### config.mk
export PLATFORM = sky130hd
export DESIGN_NAME = ttl_lookahead_accumulator
export DESIGN_NICKNAME = d
export VERILOG_FILES = /design/src/rtl/ttl_lookahead_accumulator.sv
export SDC_FILE = /design/constraint.sdc
export NUM_CORES = 1
export LEC_CHECK = 0
export ABC_AREA = 1
export CAP_MARGIN = 5
export CORE_ASPECT_RATIO = 0.7
export CORE_MARGIN = 2
export CORE_UTILIZATION = 40
export DETAILED_ROUTE_END_ITERATION = 7
export PLACE_DENSITY = 0.67
export REMOVE_ABC_BUFFERS = 1
export SLEW_MARGIN = 30
export SYNTH_ARGS = -nofsm -noshare
export SYNTH_HDL_FRONTEND = slang
export SYNTH_SLANG_ARGS = --single-unit
export TNS_END_PERCENT = 1
### constraint.sdc
create_clock -name clk_i -period 4.27 [get_ports clk_i]
set_input_delay 0.6405 -clock clk_i [delete_from_list [all_inputs] [get_ports clk_i]]
set_output_delay 0.6405 -clock clk_i [all_outputs]
set_load 0.02 [all_outputs]
### src/rtl/ttl_lookahead_accumulator.sv
// ttl_lookahead_accumulator
// Registered add/subtract accumulator built from 4-bit slices. Each slice
// exports active-low group generate/propagate to an external carry-lookahead
// generator and takes its slice carry-in back from it. Slice 0 uses the
// local effective carry-in, which is also exported as cn_out_o.
// Output rise/fall delays are a simulation artefact and are not modelled here.
module ttl_lookahead_accumulator #(
    parameter int GROUPS = 4
) (
    input  logic                  clk_i,
    input  logic                  clear_bar_i,
    input  logic [1:0]            op_i,
    input  logic [4*GROUPS-1:0]   b_i,
    input  logic                  cn_i,
    input  logic [GROUPS-2:0]     cn_group_i,
    output logic                  cn_out_o,
    output logic [GROUPS-1:0]     g_bar_o,
    output logic [GROUPS-1:0]     p_bar_o,
    output logic [4*GROUPS-1:0]   acc_o,
    output logic                  cout_o,
    output logic                  zero_o
);

    localparam int WIDTH = 4 * GROUPS;

    localparam logic [1:0] OP_HOLD = 2'b00;
    localparam logic [1:0] OP_LOAD = 2'b01;
    localparam logic [1:0] OP_ADD  = 2'b10;
    localparam logic [1:0] OP_SUB  = 2'b11;

    logic [WIDTH-1:0]  acc_q, acc_d;
    logic              cout_q, cout_d;
    logic              zero_q, zero_d;

    logic [WIDTH-1:0]  bx;
    logic [WIDTH-1:0]  bit_g;
    logic [WIDTH-1:0]  bit_p;
    logic [GROUPS-1:0] grp_g;
    logic [GROUPS-1:0] grp_p;
    logic [GROUPS-1:0] c_in;
    logic [WIDTH-1:0]  sum;
    logic              cout_top;

    // Operand conditioning: subtract is add of the complement with carry-in forced high.
    always_comb begin
        bx       = (op_i == OP_SUB) ? ~b_i : b_i;
        cn_out_o = 1'b0;
        if (op_i == OP_SUB) begin
            cn_out_o = 1'b1;
        end else if (op_i == OP_ADD) begin
            cn_out_o = cn_i;
        end
    end

    // Bit and group generate/propagate; these depend only on acc, b and op.
    always_comb begin
        bit_g = acc_q & bx;
        bit_p = acc_q | bx;
        grp_g = '0;
        grp_p = '0;
        for (int i = 0; i < GROUPS; i++) begin
            grp_g[i] = bit_g[4*i+3]
                     | (bit_p[4*i+3] & bit_g[4*i+2])
                     | (bit_p[4*i+3] & bit_p[4*i+2] & bit_g[4*i+1])
                     | (bit_p[4*i+3] & bit_p[4*i+2] & bit_p[4*i+1] & bit_g[4*i]);
            grp_p[i] = bit_p[4*i+3] & bit_p[4*i+2] & bit_p[4*i+1] & bit_p[4*i];
        end
    end

    assign g_bar_o = ~grp_g;
    assign p_bar_o = ~grp_p;

    // Slice carry-ins: slice 0 is local, the rest come from the external lookahead unit.
    always_comb begin
        c_in[0] = cn_out_o;
        for (int i = 1; i < GROUPS; i++) begin
            c_in[i] = cn_group_i[i-1];
        end
    end

    // Ripple inside each slice from its carry-in; external carries are trusted as supplied.
    always_comb begin
        logic c;
        sum = '0;
        c   = 1'b0;
        for (int i = 0; i < GROUPS; i++) begin
            c = c_in[i];
            for (int k = 0; k < 4; k++) begin
                sum[4*i+k] = acc_q[4*i+k] ^ bx[4*i+k] ^ c;
                c          = bit_g[4*i+k] | (bit_p[4*i+k] & c);
            end
        end
        cout_top = grp_g[GROUPS-1] | (grp_p[GROUPS-1] & c_in[GROUPS-1]);
    end

    // Next-state selection by operation; zero flag tracks the value being written.
    always_comb begin
        acc_d  = acc_q;
        cout_d = cout_q;
        case (op_i)
            OP_HOLD: begin
                acc_d  = acc_q;
                cout_d = cout_q;
            end
            OP_LOAD: begin
                acc_d  = b_i;
                cout_d = 1'b0;
            end
            default: begin
                acc_d  = sum;
                cout_d = cout_top;
            end
        endcase
        zero_d = (acc_d == '0);
    end

    // State registers with synchronous active-low clear taking priority over any op.
    always_ff @(posedge clk_i) begin
        if (!clear_bar_i) begin
            acc_q  <= '0;
            cout_q <= 1'b0;
            zero_q <= 1'b1;
        end else begin
            acc_q  <= acc_d;
            cout_q <= cout_d;
            zero_q <= zero_d;
        end
    end

    assign acc_o  = acc_q;
    assign cout_o = cout_q;
    assign zero_o = zero_q;

endmodule

# After elaboration in Yosys (flattened, before gate mapping)
# Index checks and enable logic that the tools add are counted.
[op_classes]
add_sub_neg = 0
mul = 0
n_div = 0
order_cmp = 0
n_eq_ne = 3
n_shift = 0
mux = 5
n_bitwise = 99
reduce_logical = 2
[op_table]
columns = ["cell", "n"]
rows = [
  ["bitwise AND 1 bit", 37],
  ["case mux 16 bit (2 select lines)", 1],
  ["XOR 1 bit", 32],
  ["bitwise OR 1 bit", 25],
  ["bitwise AND 16 bit", 1],
  ["logical NOT 16 bit", 1],
  ["two-way mux 16 bit", 1],
  ["NOT 16 bit", 1],
  ["bitwise OR 16 bit", 1],
  ["NOT 4 bit", 2],
  ["equality test 2 bit (second input constant)", 2],
  ["equality test 2 x 1 -> 1 bit (second input constant)", 1],
  ["logical NOT 2 bit", 1],
  ["two-way mux 1 bit", 2],
  ["case mux 1 bit (2 select lines)", 1],
]
[word_totals]
reg_bits = 18
latch_bits = 0
ramBits = 0
romBits = 0
in_bits = 24
elab_cells = 112
n_memories = 0

# Depth between registers and ports, before layout
[depth]
word_depth = 12
depth_mapped = 19

# Worst setup path after synthesis
# No wires, ideal clock.
[synth_timing]
kind = "input to register"
startpoint = "in op_i[1]"
endpoint = "reg zero_q, in the netlist zero_o"
arrival_ns = 3.215
required_ns = 4.144
setup_slack_ns = 0.930
path_stages = 16
n_path_buf = 2
path_cell_list = "buf_4 nand2_4 buf_4 xor2_1 inv_1 fa_1 fa_1 inv_1 fa_1 or2_2 nand3_1 nor2_1 nand2_1 nor2_1 nand2_1 nand2_1"
[synth_via]
elab_chain_cells = 12
word_cells_on_any_way = 67
classes_between = "eq/ne (3); mux (4); bitwise (58); reduce/logical (2)"
[synth_lines]
columns = ["element", "line", "rtl"]
rows = [
  ["start: declaration", "12", "input logic [1:0] op_i,"],
  ["equality test 2 bit (on tied branches)", "46, 48, 50", ""],
  ["two-way mux 16 bit or two-way mux 1 bit (tied branches)", "46, 50", ""],
  ["bitwise OR 16 bit or two-way mux 1 bit (tied branches)", "58, 48", ""],
  ["bitwise AND 1 bit", "90", "c = bit_g[4*i+k] | (bit_p[4*i+k] & c);"],
  ["bitwise OR 1 bit", "90", ""],
  ["bitwise AND 1 bit", "90", ""],
  ["bitwise OR 1 bit", "90", ""],
  ["bitwise AND 1 bit", "90", ""],
  ["bitwise OR 1 bit", "90", ""],
  ["XOR 1 bit", "89", "sum[4*i+k] = acc_q[4*i+k] ^ bx[4*i+k] ^ c;"],
  ["case mux 16 bit (2 select lines) (*)", "100", "case (op_i)"],
  ["logical NOT 16 bit (*)", "114", "zero_d = (acc_d == '0);"],
  ["end signal: assignment", "126", "zero_q <= zero_d;"],
  ["end: declaration", "33", "logic zero_q, zero_d;"],
]
# Mark *: on every way between the ends. The rest lies on a longest branch, timed or not.
# A chain may end at the register's enable or synchronous reset.

# Worst setup path in the final report
[layout_timing]
startpoint = "in op_i[0]"
endpoint = "out g_bar_o[2]"
[layout_via]
elab_chain_cells = 8
word_cells_on_any_way = 13
classes_between = "eq/ne (1); mux (1); bitwise (11)"
[layout_lines]
columns = ["element", "line", "rtl"]
rows = [
  ["equality test 2 bit (*)", "46", "bx = (op_i == OP_SUB) ? ~b_i : b_i;"],
  ["two-way mux 16 bit (*)", "46", ""],
  ["bitwise OR 16 bit or bitwise AND 16 bit (tied branches)", "58, 57", ""],
  ["bitwise AND 1 bit (on tied branches)", "63, 64, 65", ""],
  ["bitwise OR 1 bit (tied with other cells)", "63", "| (bit_p[4*i+3] & bit_g[4*i+2])"],
  ["bitwise OR 1 bit or bitwise AND 1 bit (tied branches)", "64, 65", ""],
  ["bitwise OR 1 bit (*)", "65", "| (bit_p[4*i+3] & bit_p[4*i+2] & bit_p[4*i+1] & bit_g[4*i]);"],
  ["NOT 4 bit (*)", "70", "assign g_bar_o = ~grp_g;"],
  ["end: declaration", "17", "output logic [GROUPS-1:0] g_bar_o,"],
]
# Marked as above.

==> metrics.md <==
| Metric | Value |
|---|---|
| Placed Cells | 420 |
| DRT Wirelength | 4890 um |
| Layout area overhead | 29.00% |
| Gp weighted congestion | 0.8472 |
| Max-Cap Viols | 0 |
| CTS H-tree depth | 1 |
| Slew Limit Fails | 0 |
| Area of the multi-input gates | 0.001415 mm2 |
| Least-Margin Pin Slew | 523.8 ps |
| IO Count | 51 |
| Static leakage | 1.430 nW |
| HP Start | cout_o |
| Clock Tree Buf Depth | 2 |
| Critical Path Start Type | input pin |
| Clock Tree Root | clkbuf_8 |
| Ratio of cells with drive above 1 in the final layout | 3.977% |
| Run status | complete, no violations |
| Post-route clock period utilization | 87.60% |
| WS Path Type | in2out |
| Final Util | 52.80% |
| Total global-route track usage | 17.43% |
| IO buf count | 50 |
| Top Layer Used | met4 |
| Reg-to-Reg End | zero_o |
| Diodes inserted | 0 |
| Die Area | ~0.006 mm2 |
| #FFs+latches synth | 18 |
| Routed Antenna Nets | 0 |
| Max FO, Critical Path | 9 |
| Clock-pin slew of the registers on the worst-case setup and hold paths | ~70 ps |
| Hpwl dp | 3894 um |
| Seq/Total Area, Yosys | 17.01% |
| R2R Path Start | acc_o[8] |
| Initial DRT Pass Iterations | 4 |
| Required @ worst endpoint | 3630 ps |
| Crit. End Element | primary output |
| Drt via density | 4.377 |
| Largest net degree at the start of global routing | 19 |
| DR vias | 1856 |
| Avg WL per Cell | 11.53 um |
| F_max | 267.3 MHz |
| PwrDens | around 280 mW/mm2 |
| Initial Utilization | 40.93% |
| Relative max-transition margin | approximately 65% |
| CTS tree | yes |
| Vias in the first global route | ~1700 |
| Arr. time, crit path | 3100 ps |
| Worst-Skew Late Latency | 260 ps |
| Met2 WL | between 1500 and 2000 um |
| # DRC | 0 |
| Setup violators final | 0 |
| First-pass GRT wire length | 8114 um |
| Core area | 0.005175 mm2 |
| Setup TNS | 0 ps |
| Worst reg2reg path depth | 11 |
| Initial DRC count | 85 |
| GRT overflow | 0 |
| Setup ws final | about 530 ps |
| Period minus WS final | 3741 ps |
| TritonCTS Buffers | 3 |
| Distinct cells, synth | 28 |
| Metal3 WL | 250 um |
| Hold Slack | 472.1 ps |
| Quantity of gates resized following cts | 0 |
| # clock sinks | 18 |
| Hold Path End | cout_o |
| Worst hold stages | 2 |
| # rows | 22 |
| Pre-CTS setup slack | 445.1 ps |
| Reg-to-reg setup timing slack | 1860 ps |
| Hold Buf Count CTS | 0 |
| Chip width | just over 90 um |
| Layout Skew | 1.203 ps |
| Nets | 421 |
| Initial antenna violation count | 0 |
| Synthesized area | 0.002118 mm2 |
| Ys Warns | 0 |
| Postcts setup bufs | 0 |
| Syn_area_per_cell | around 7 um2 |
| Maximum VDD drop | ~110 uV |
| M1 WL | 2618 um |
| Synth Instances | around 300 |
| Die H | 64.89 um |
| HP Class | reg2reg |
| RSZ-0062 raised after global routing | no |
| Fill cell count | 526 |
| FF/Latch Area | 360.3 um2 |
| Final hold vios | 0 |
| Finished Layout Cells | ~420 |
[cells in the mapped netlist]
library cell | count | area, um2
nand4_1 | 1 | 6.260
and3_1 | 1 | 6.260
xor2_1 | 12 | 105.1
ha_1 | 32 | 400.4
o21bai_1 | 3 | 22.52
buf_6 | 2 | 22.52
nor3_1 | 4 | 20.02
or2_0 | 1 | 6.260
dfxtp_1 | 18 | 360.4
buf_2 | 1 | 5.000
inv_2 | 2 | 7.510
xnor2_1 | 4 | 35.03
nand2_4 | 1 | 11.26
inv_1 | 71 | 266.5
nor2_4 | 2 | 22.52
a21oi_1 | 6 | 30.03
nor3_2 | 1 | 10.01
nor2_1 | 12 | 45.04
clkinv_1 | 4 | 15.01
a221oi_1 | 3 | 26.28
buf_4 | 3 | 22.52
or2_2 | 1 | 6.260
nand2_1 | 81 | 304.0
or2_1 | 2 | 12.51
buf_1 | 1 | 3.750
nand3_1 | 20 | 100.1
o21ai_0 | 1 | 5.000
fa_1 | 12 | 240.2
[how the worst max path moves through the flow]
stage,depth (start not counted),start,endpoint,slack [ps]
after CTS,10,op_i[0],g_bar_o[2],530
final,10,op_i[0],g_bar_o[2],530
after detailed placement,16,op_i[0],zero_o,450
after floorplan,14,op_i[0],zero_o,1230
after global placement,16,op_i[0],zero_o,530
after global routing,10,op_i[0],g_bar_o[3],400
[critical path: stages]
cell,delay [ps]
clkdlybuf4s50_1,490
nand2_4,180
buf_4,240
xor2_1,220
inv_1,100
ha_1,190
inv_1,60
o21bai_1,60
a221oi_1,270
clkdlybuf4s50_1,650
[layout by cell type (no fill, tap or decap)]
master / count
or2_2: 1
clkdlybuf4s50_1: 50
nand2_4: 1
clkbuf_8: 4
nor3_2: 1
nor2_1: 12
o21ai_0: 1
nand4_1: 1
o21bai_1: 3
nand3_1: 20
inv_1: 71
a221oi_1: 3
dfxtp_1: 18
ha_1: 32
buf_4: 3
and3_1: 1
clkinv_1: 4
nor3_1: 4
xor2_1: 12
or2_0: 1
fa_1: 12
nor2_4: 2
or2_1: 2
xnor2_1: 4
a21oi_1: 6
inv_2: 2
nand2_1: 81
[logic make-up (layout without fill, tap and decap cells)]
family                   after synthesis  count (layout)  synth area share, %
AND/OR/NAND/NOR                      127             127                25.99
buffers and inverters                 84             134                16.18
adder cells (fa/ha/maj)               44              44                30.24
flip-flops                            18              18                17.01
XOR/XNOR                              16              16                6.615
AO/OA/AOI/OAI                         13              13                3.957
[flip-flops by register name (all words and copies together) (netlist names)]
register	cells
acc_o	16
zero_o	1
cout_o	1
[stage by stage]
stage               total power, mW  area [um2]
floorplan                    0.4693        2064
global placement             0.6208        2678
detailed placement           0.6274        2678
CTS                          0.7755        2733
global route                 0.8393        2733
finish                       0.7682        2733
[power by group]
group	switching (mW)	leakage, nW	total, mW	internal (mW)
registers	0.0283	0.149	0.218	0.190
clock network	0.0629	0.0288	0.145	0.0821
logic	0.224	1.25	0.405	0.181
total	0.315	1.43	0.768	0.453
[per-layer routing]
layer	vias up	track usage, %
met4	0	4.545
met3	5	2.907
li1	974	-
met2	52	26.76
met1	825	25.38
met5	-	0
[cell type report]
class | instances | share of cell area, %
repair buffers | 53 | 19.14
multi-input cells | 200 | 51.79
flip-flops and latches | 18 | 13.19
inverters | 77 | 10.58
well taps | 72 | 3.297
clock buffers | 4 | 2.015
Power figures use the tool's default switching activity.
